--- config.mk ---
export PLATFORM = sky130hd
export DESIGN_NAME = mem_port_arbiter
export DESIGN_NICKNAME = d
export VERILOG_FILES = /design/src/rtl/mem_port_arbiter.sv
export SDC_FILE = /design/constraint.sdc
export NUM_CORES = 1
export LEC_CHECK = 0
export BUFFER_PORTS_ARGS = -buffer_cell sky130_fd_sc_hd__buf_2
export CORE_ASPECT_RATIO = 0.8
export CORE_MARGIN = 2
export CORE_UTILIZATION = 40
export CTS_CLUSTER_DIAMETER = 40
export DETAILED_ROUTE_END_ITERATION = 12
export PLACE_DENSITY = 0.76
export SLEW_MARGIN = 10
export SYNTH_ARGS = -nofsm -noshare
export SYNTH_HDL_FRONTEND = slang
export SYNTH_SLANG_ARGS = --single-unit
--- constraint.sdc ---
create_clock -name clk -period 1.72 [get_ports clk]
set_clock_uncertainty 0.1 [all_clocks]
set_input_delay 0.344 -clock clk [delete_from_list [all_inputs] [get_ports clk]]
set_output_delay 0.344 -clock clk [all_outputs]
set_load 0.02 [all_outputs]
--- src/rtl/mem_port_arbiter.sv ---
// Shares one single-ported, variable-latency memory bus between instruction fetch and the MEM stage.
// Data accesses win by default; a starvation counter forces a fetch after STARVE_MAX data grants.
module mem_port_arbiter #(
    parameter int AW         = 32,
    parameter int DW         = 32,
    parameter int STARVE_MAX = 4
) (
    input  logic          clk,
    input  logic          reset,
    input  logic          if_req,
    input  logic [AW-1:0] if_addr,
    output logic [DW-1:0] if_rdata,
    output logic          if_stall,
    input  logic          dm_re,
    input  logic          dm_we,
    input  logic [AW-1:0] dm_addr,
    input  logic [DW-1:0] dm_wdata,
    output logic [DW-1:0] dm_rdata,
    output logic          dm_stall,
    output logic          mem_req,
    output logic          mem_we,
    output logic [AW-1:0] mem_addr,
    output logic [DW-1:0] mem_wdata,
    input  logic [DW-1:0] mem_rdata,
    input  logic          mem_ack
);

    localparam int CW = $clog2(STARVE_MAX + 1);
    localparam logic [CW-1:0] STARVE_LIM = CW'(STARVE_MAX);

    typedef enum logic [1:0] {IDLE, BUSY_I, BUSY_D} state_t;

    state_t        state;
    state_t        next_state;
    logic [CW-1:0] starve_cnt;
    logic [DW-1:0] if_rdata_q;
    logic [DW-1:0] dm_rdata_q;
    logic          dreq;
    logic          force_i;
    logic          grant_d;
    logic          grant_i;
    logic          ack_i;
    logic          ack_d;

    assign dreq    = dm_re | dm_we;
    assign force_i = if_req && (starve_cnt == STARVE_LIM);
    assign grant_d = (state == IDLE) && dreq && !force_i;
    assign grant_i = (state == IDLE) && !grant_d && if_req;
    assign ack_i   = (state == BUSY_I) && mem_ack;
    assign ack_d   = (state == BUSY_D) && mem_ack;

    always_ff @(posedge clk or negedge reset) begin
        if (!reset) begin
            state <= IDLE;
        end else begin
            state <= next_state;
        end
    end

    // Every grant returns through IDLE, so an access always takes at least two edges.
    always_comb begin
        next_state = state;
        case (state)
            IDLE: begin
                if (grant_d) begin
                    next_state = BUSY_D;
                end else if (grant_i) begin
                    next_state = BUSY_I;
                end
            end
            BUSY_I: if (mem_ack) next_state = IDLE;
            BUSY_D: if (mem_ack) next_state = IDLE;
            default: next_state = IDLE;
        endcase
    end

    // Read data is bypassed during its own ack cycle so the stage can advance on that edge.
    always_comb begin
        mem_req  = (state != IDLE);
        if_stall = if_req & !ack_i;
        dm_stall = dreq & !ack_d;
        if_rdata = ack_i ? mem_rdata : if_rdata_q;
        dm_rdata = (ack_d && !mem_we) ? mem_rdata : dm_rdata_q;
    end

    always_ff @(posedge clk or negedge reset) begin
        if (!reset) begin
            mem_we     <= 1'b0;
            mem_addr   <= '0;
            mem_wdata  <= '0;
            if_rdata_q <= '0;
            dm_rdata_q <= '0;
            starve_cnt <= '0;
        end else begin
            if (grant_d) begin
                mem_addr  <= dm_addr;
                mem_wdata <= dm_wdata;
                mem_we    <= dm_we;
            end else if (grant_i) begin
                mem_addr <= if_addr;
                mem_we   <= 1'b0;
            end
            if (ack_i) begin
                if_rdata_q <= mem_rdata;
            end
            if (ack_d && !mem_we) begin
                dm_rdata_q <= mem_rdata;
            end
            if (!if_req || grant_i) begin
                starve_cnt <= '0;
            end else if (grant_d && starve_cnt != STARVE_LIM) begin
                starve_cnt <= starve_cnt + 1'b1;
            end
        end
    end

endmodule
==> results of run 1 <==
[synthesized netlist by cell type, types with 2 or more instances]
cell type  instances
mux2_2           150
dfrtp_1          134
mux2_4            10
buf_2              7
buf_6              6
ha_1               5
nand2_1            5
buf_4              4
inv_1              4
o21ai_0            4
nand3_1            3
a21oi_1            2
a31oi_1            2
[state kept, by name (all words and copies together), names as in the netlist]
name and count:
dm_rdata_q 32, if_rdata_q 32, mem_addr 32, mem_wdata 32, mem_we 1, starve_cnt 3
state 2
[final cells by class]
type | count | area, µm²
flip-flops and latches | 134 | 3354
multi-input cells | 194 | 2624
well taps | 180 | 225.2
fillers | 910 | 4063
clock buffers | 20 | 456.7
inverters | 5 | 26.28
repair buffers | 334 | 2680
clock inverters | 12 | 168.9
[metal layers]
metal  share of wire [%]  track usage (%)
met1                  42            24.66
met2                  50            33.63
met3                 6.8            7.792
met4                 1.8            9.524
met5               0.074                0
[power groups by stage]
| stage | Combinational (mW) | Clock, mW | Sequential (mW) |
|---|---|---|---|
| 2_1_floorplan | 5.15 | 0 | 6.25 |
| 3_3_place_gp | 8.41 | 0 | 5.29 |
| 3_5_place_dp | 8.62 | 0 | 5.37 |
| 4_1_cts | 10.3 | 3.86 | 5.38 |
| 5_1_grt | 13.0 | 4.05 | 5.62 |
| 6_report | 12.4 | 3.80 | 5.46 |
[metrics by stage]
step	total power, mW	utilization, %	TNS [ns]	instances
after floorplan	11.40	-	-8.298	351
after global routing	22.69	70.12	-63.68	879
final	21.69	70.12	-55.13	879
after CTS	19.56	63.86	-55.71	851
after detailed placement	13.99	54.55	-31.64	801
after global placement	13.70	54.55	-28.08	801
[cell families (layout without fill, tap and decap cells)]
group	count (synthesis)	count (layout)
fa+ha+maj	5	5
compound gates	12	12
mux	160	160
flops	134	134
buf+inv	23	371
simple gates	17	17
[final timing paths]
check,start,to,cells after the start,slack [ns]
worst max-delay path,state[0],dm_rdata[28],7,-0.65
worst min-delay path,dm_wdata[27],mem_wdata[27],2,0.05
worst max register to register,state[0],mem_addr[22],8,-0.27
worst min register to register,dm_rdata_q[23],dm_rdata_q[23],1,0.40
max in group asynchronous,reset,mem_addr[23],3,0.61
min in group asynchronous,reset,dm_rdata_q[16],2,0.33
[what timing repair did]
action | CTS | global route
hold endpoints to repair | 28 | 0
endpoints found under the setup margin | 134 | 134
gates resized for setup | 106 | 141
pin swaps | 4 | 3
gates cloned | 8 | 12
hold buffers | 1 | 0
buffers inserted | 9 | 17
[worst max-delay path, delay by kind of cell, from the launching register on]
kind                       cells  cell delay (ns)
buffers and inverters          4             0.55
DFF                            1             0.40
adders and majority gates      1             0.13
muxes                          1             0.32
and+or+nand+nor                1             0.12
==> impl_metrics.py, run 1 <==
metrics = {
    "route": {
        "dr.pass1.iters": 4,
        "vias_per_cell": 4.848,
        "drc": 0,
        "wl_per_cell_um": 20.07,
        "vias": 4261,
        "drt_iter0_drc": 167,
        "wl_mm": 17.64,
        "drtAntennaViolNets": 0,
    },
    "critical_path": {
        "worstSetupEndpointType": "primary output",
        "worst_path_max_delay_cell": "dfrtp_1",
        "crit_fanout": 8,
        "start_kind": "register",
        "cp.required_ns": 1.28,
        "cpPeakStageDelay_ns": 0.40,
        "crit_chain": "inv_2 > ha_4 > nand3b_1 > buf_6 > clkbuf_16 > mux2_4 > buf_6",
        "critical_path_class": "reg -> out",
        "cp_data_arrival_time_ns": 1.93,
        "crit_path_frequent_cell": "buf_6",
    },
    "power": {
        "power_frac_comb_pct": 57.3,
        "swShare_pct": 35.64,
        "clock_power_share_pct": 17.5,
        "pwr-share-seq_pct": 25.2,
        "peakVddDrop_uv": 1223,
        "leakage_nw": 5.006,
        "p_int_mw": 13.96,
        "power.switching_mw": 7.729,
        "p_per_area_mw_per_mm2": 2274,
    },
    "run_status": {
        "status": "finished with violations",
        "violations": "setup timing",
    },
    "grt": {
        "antenna_found_initial": 1,
        "grt-ovfl-total": 0,
        "grt_pass1_wl_mm": 23.30,
        "grt_usage_pct": 20.74,
        "grt_pass1_vias": 4548,
        "grt_max_degree": 41,
    },
    "cells_and_area": {
        "layout_commonest_cell": "buf_2",
        "layout_common_cells": "199 x buf_2, 135 x mux2_4, 133 x dfrtp_1",
        "area_growth_pct": 70.30,
        "drive_gt1_share_pct": 76.82,
        "fin_area_mm2": 0.009535,
        "nNetsFinal": 825,
        "n_antenna_cell": 0,
    },
    "floorplanning": {
        "core_mm2": 0.01360,
        "initial_core_util_pct": 41.18,
        "die_area_mm2": 0.01497,
        "fp.dieW_um": 136.3,
        "num_io_pins": 266,
        "fp.dieH_um": 109.8,
        "rows": 38,
    },
    "timing": {
        "fmax_ghz": 0.4215,
        "worst_slew_pin_slew_ns": 0.4712,
        "drv_slew": 0,
        "timing.hold.ws_ns": 0.05364,
        "slew_headroom_pct": 68.58,
        "rsz0062_at_grt": "yes",
        "fin_ws_ns": -0.6526,
        "post-route-period-util_pct": 137.9,
        "final_hold_viol_count": 0,
        "setup_viol": 135,
        "layout_min_cycle_time_ns": 2.373,
    },
    "cts": {
        "cts_tree": "yes",
        "cts.path.max_buffers": 2,
        "cts_inserted_buffers": 17,
        "cts_root_buffer": "clkbuf_16",
        "clkSinkCount": 134,
        "clk_latency_ns": 0.41,
        "path_clk_slew_ns": 0.06,
        "h-tree-depth": 4,
    },
    "yosys": {
        "synth_top_family_by_area": "multiplexers",
        "synth_edf_count": 0,
        "yosys.cell_types.count": 28,
        "synth_nets": 490,
        "synth_compound_area_share_pct": 1.318,
        "synth_cells": 351,
        "synth_ff_type": "dfrtp_1",
        "synth-xor-area-share_pct": 0,
        "syn_area_mm2": 0.005599,
        "seq_area_frac_synth_pct": 59.89,
        "synth_top_area_share_pct": 59.89,
        "synth_top_cell_by_area": "dfrtp_1",
        "synth_area_leaders": "dfrtp_1 60%, mux2_2 30%, mux2_4 2.7%",
        "syn_area_per_cell_um2": 15.95,
        "synth_mux_area_share_pct": 32.85,
        "yosys.area_share.adder_pct": 1.117,
        "synth-async-reset-ratio_pct": 100.0,
        "synthSimpleGateAreaFrac_pct": 1.855,
        "yosys_warnings": 0,
        "ys_ff_latch": 134,
    },
    "placed_design": {
        "pre_cts_slack_ns": -0.3008,
        "place_congestion": 0.7958,
        "place_hpwl_mm": 10.02,
        "dpl_cell_area_mm2": 0.007417,
        "io_buffers": 265,
    },
    "run": {
        "cap_violations": 0,
    },
    "min_path": {
        "holdCritPathClass": "in -> reg",
    },
}
Power figures use the tool's default switching activity.
==> run 2: changes to the inputs <==
Settings changed: PLACE_DENSITY 0.76 to 0.74.
Clock period 1.72 ns to 2.45 ns, I/O delays scaled along.
==> run 2 against run 1 <==
  * The run still ends with setup timing left
  * Sequential power decreased by 31%
  * Global-route usage decreased by 2.1 points
  * Wire length decreased by 12%
  * Combinational power decreased by 45%
  * Total power decreased by 39%
  * Critical endpoint is now dm_rdata[30]
  * Largest cell class unchanged
==> impl_metrics.py, run 2 (same netlist as run 1, synthesis figures left out) <==
metrics = {
    "route": {
        "wl_per_cell_um": 18.48,
        "drc": 0,
        "drtAntennaViolNets": 0,
        "vias_per_cell": 4.835,
        "wl_mm": 15.47,
        "drt_iter0_drc": 136,
        "dr.pass1.iters": 4,
        "vias": 4047,
    },
    "floorplanning": {
        "fp.dieH_um": 109.8,
        "fp.dieW_um": 136.3,
        "die_area_mm2": 0.01497,
        "core_mm2": 0.01360,
        "initial_core_util_pct": 41.18,
        "rows": 38,
        "num_io_pins": 266,
    },
    "critical_path": {
        "cp.required_ns": 1.86,
        "worstSetupEndpointType": "primary output",
        "critical_path_class": "reg -> out",
        "worst-r2r-setup-slack_ns": 0.13,
        "start_kind": "register",
        "cp_data_arrival_time_ns": 2.01,
        "crit_fanout": 8,
    },
    "placed_design": {
        "place_hpwl_mm": 10.01,
        "pre_cts_slack_ns": 0.2665,
        "placedCellCount": 786,
        "io_buffers": 265,
        "place_congestion": 0.8154,
    },
    "cells_and_area": {
        "fin_cells": 837,
        "area_growth_pct": 51.40,
        "nNetsFinal": 785,
        "layout_common_cells": "214 x buf_2, 134 x dfrtp_1, 103 x mux2_2",
        "n_antenna_cell": 0,
        "layout_commonest_cell": "buf_2",
        "drive_gt1_share_pct": 74.12,
    },
    "cts": {
        "h-tree-depth": 4,
        "clk_latency_ns": 0.41,
        "path_clk_slew_ns": 0.05,
        "cts_root_buffer": "clkbuf_16",
        "cts_inserted_buffers": 17,
        "cts.path.max_buffers": 2,
        "clkSinkCount": 134,
        "cts_tree": "yes",
    },
    "timing": {
        "fin_ws_ns": -0.1547,
        "slew_headroom_pct": 66.92,
        "drv_slew": 0,
        "setup_viol": 57,
        "post-route-period-util_pct": 106.3,
        "worst_slew_pin_slew_ns": 0.4962,
        "layout_min_cycle_time_ns": 2.605,
        "fmax_ghz": 0.3839,
        "rsz0062_at_grt": "yes",
        "final_hold_viol_count": 0,
    },
    "power": {
        "peakVddDrop_uv": 902.7,
        "p_per_area_mw_per_mm2": 1570,
        "total_power_mw": 13.31,
        "leakage_nw": 4.319,
    },
    "grt": {
        "grt_pass1_vias": 4213,
        "grt-ovfl-total": 0,
        "grt_max_degree": 50,
        "grt_usage_pct": 18.61,
        "grt_pass1_wl_mm": 21.02,
        "antenna_found_initial": 0,
    },
    "min_path": {
        "holdCritPathClass": "in -> reg",
    },
    "run_status": {
        "status": "finished with violations",
        "violations": "setup timing",
    },
    "run": {
        "cap_violations": 0,
    },
}
## run 2: cell types whose count changed in the layout (fill, tap and decap cells not counted), moves of 5 or more
cell,before,now
mux2_2,25,103
mux2_4,135,57
buf_6,60,33
buf_2,199,214
buf_4,46,33
clkbuf_16,27,20
buf_16,7,2
## run 2: layout make-up
class / instances / area (µm²)
fillers: 1032 / 5121
flip-flops and latches: 134 / 3353
multi-input cells: 194 / 2276
repair buffers: 294 / 1991
clock buffers: 22 / 464.2
well taps: 180 / 225.2
clock inverters: 8 / 148.9
inverters: 5 / 18.77
## run 2: routing by layer
layer	part of all wire, %	wire length, µm	global-route usage [%]
met1	40	6111	21.83
met2	51	7890	31.62
met3	7.9	1228	6.178
met4	1.6	240	7.589
met5	0	0	0
## run 2: power by group
part           internal, mW  leakage (nW)  total, mW  switching, mW
logic                  3.46          2.43       6.88           3.42
registers              3.32          1.60       3.78          0.464
clock network          1.75         0.292       2.65          0.901
## run 2: metrics by stage
step	hold WS, ns	setup TNS (ns)	cell area, µm²	util [%]
3_5_place_dp	0.3788	0	7157	52.63
6_report	0.2060	-5.627	8477	62.34
4_1_cts	0.1898	-4.302	7958	58.52
3_3_place_gp	0.3714	0	7157	52.63
5_1_grt	0.1865	-10.98	8477	62.34
2_1_floorplan	0.09441	0	5599	-
## run 2: worst paths after layout
| kind | start | endpoint | depth (start not counted) |
|---|---|---|---|
| worst max-delay path | state[0] | dm_rdata[30] | 7 |
| worst min-delay path | dm_wdata[15] | mem_wdata[15] | 2 |
| worst max register to register | state[0] | mem_addr[6] | 7 |
| worst min register to register | if_rdata_q[28] | if_rdata_q[28] | 1 |
| max in group asynchronous | reset | if_rdata_q[10] | 3 |
| min in group asynchronous | reset | dm_rdata_q[12] | 2 |
## run 2: repair_timing
action | CTS | global route
setup endpoints to repair | 64 | 64
setup buffers | 1 | 13
cloned | 2 | 4
pin swaps | 0 | 2
resized for setup | 39 | 99
endpoints found under the hold margin | 46 | 0
hold buffers | 1 | 0
## run 2: worst max-delay path: stages, from the launching register on
cell	delay [ns]
dfrtp_1	0.41
inv_2	0.09
ha_4	0.13
nand3b_1	0.16
buf_6	0.19
clkbuf_16	0.17
mux2_4	0.32
buf_6	0.13
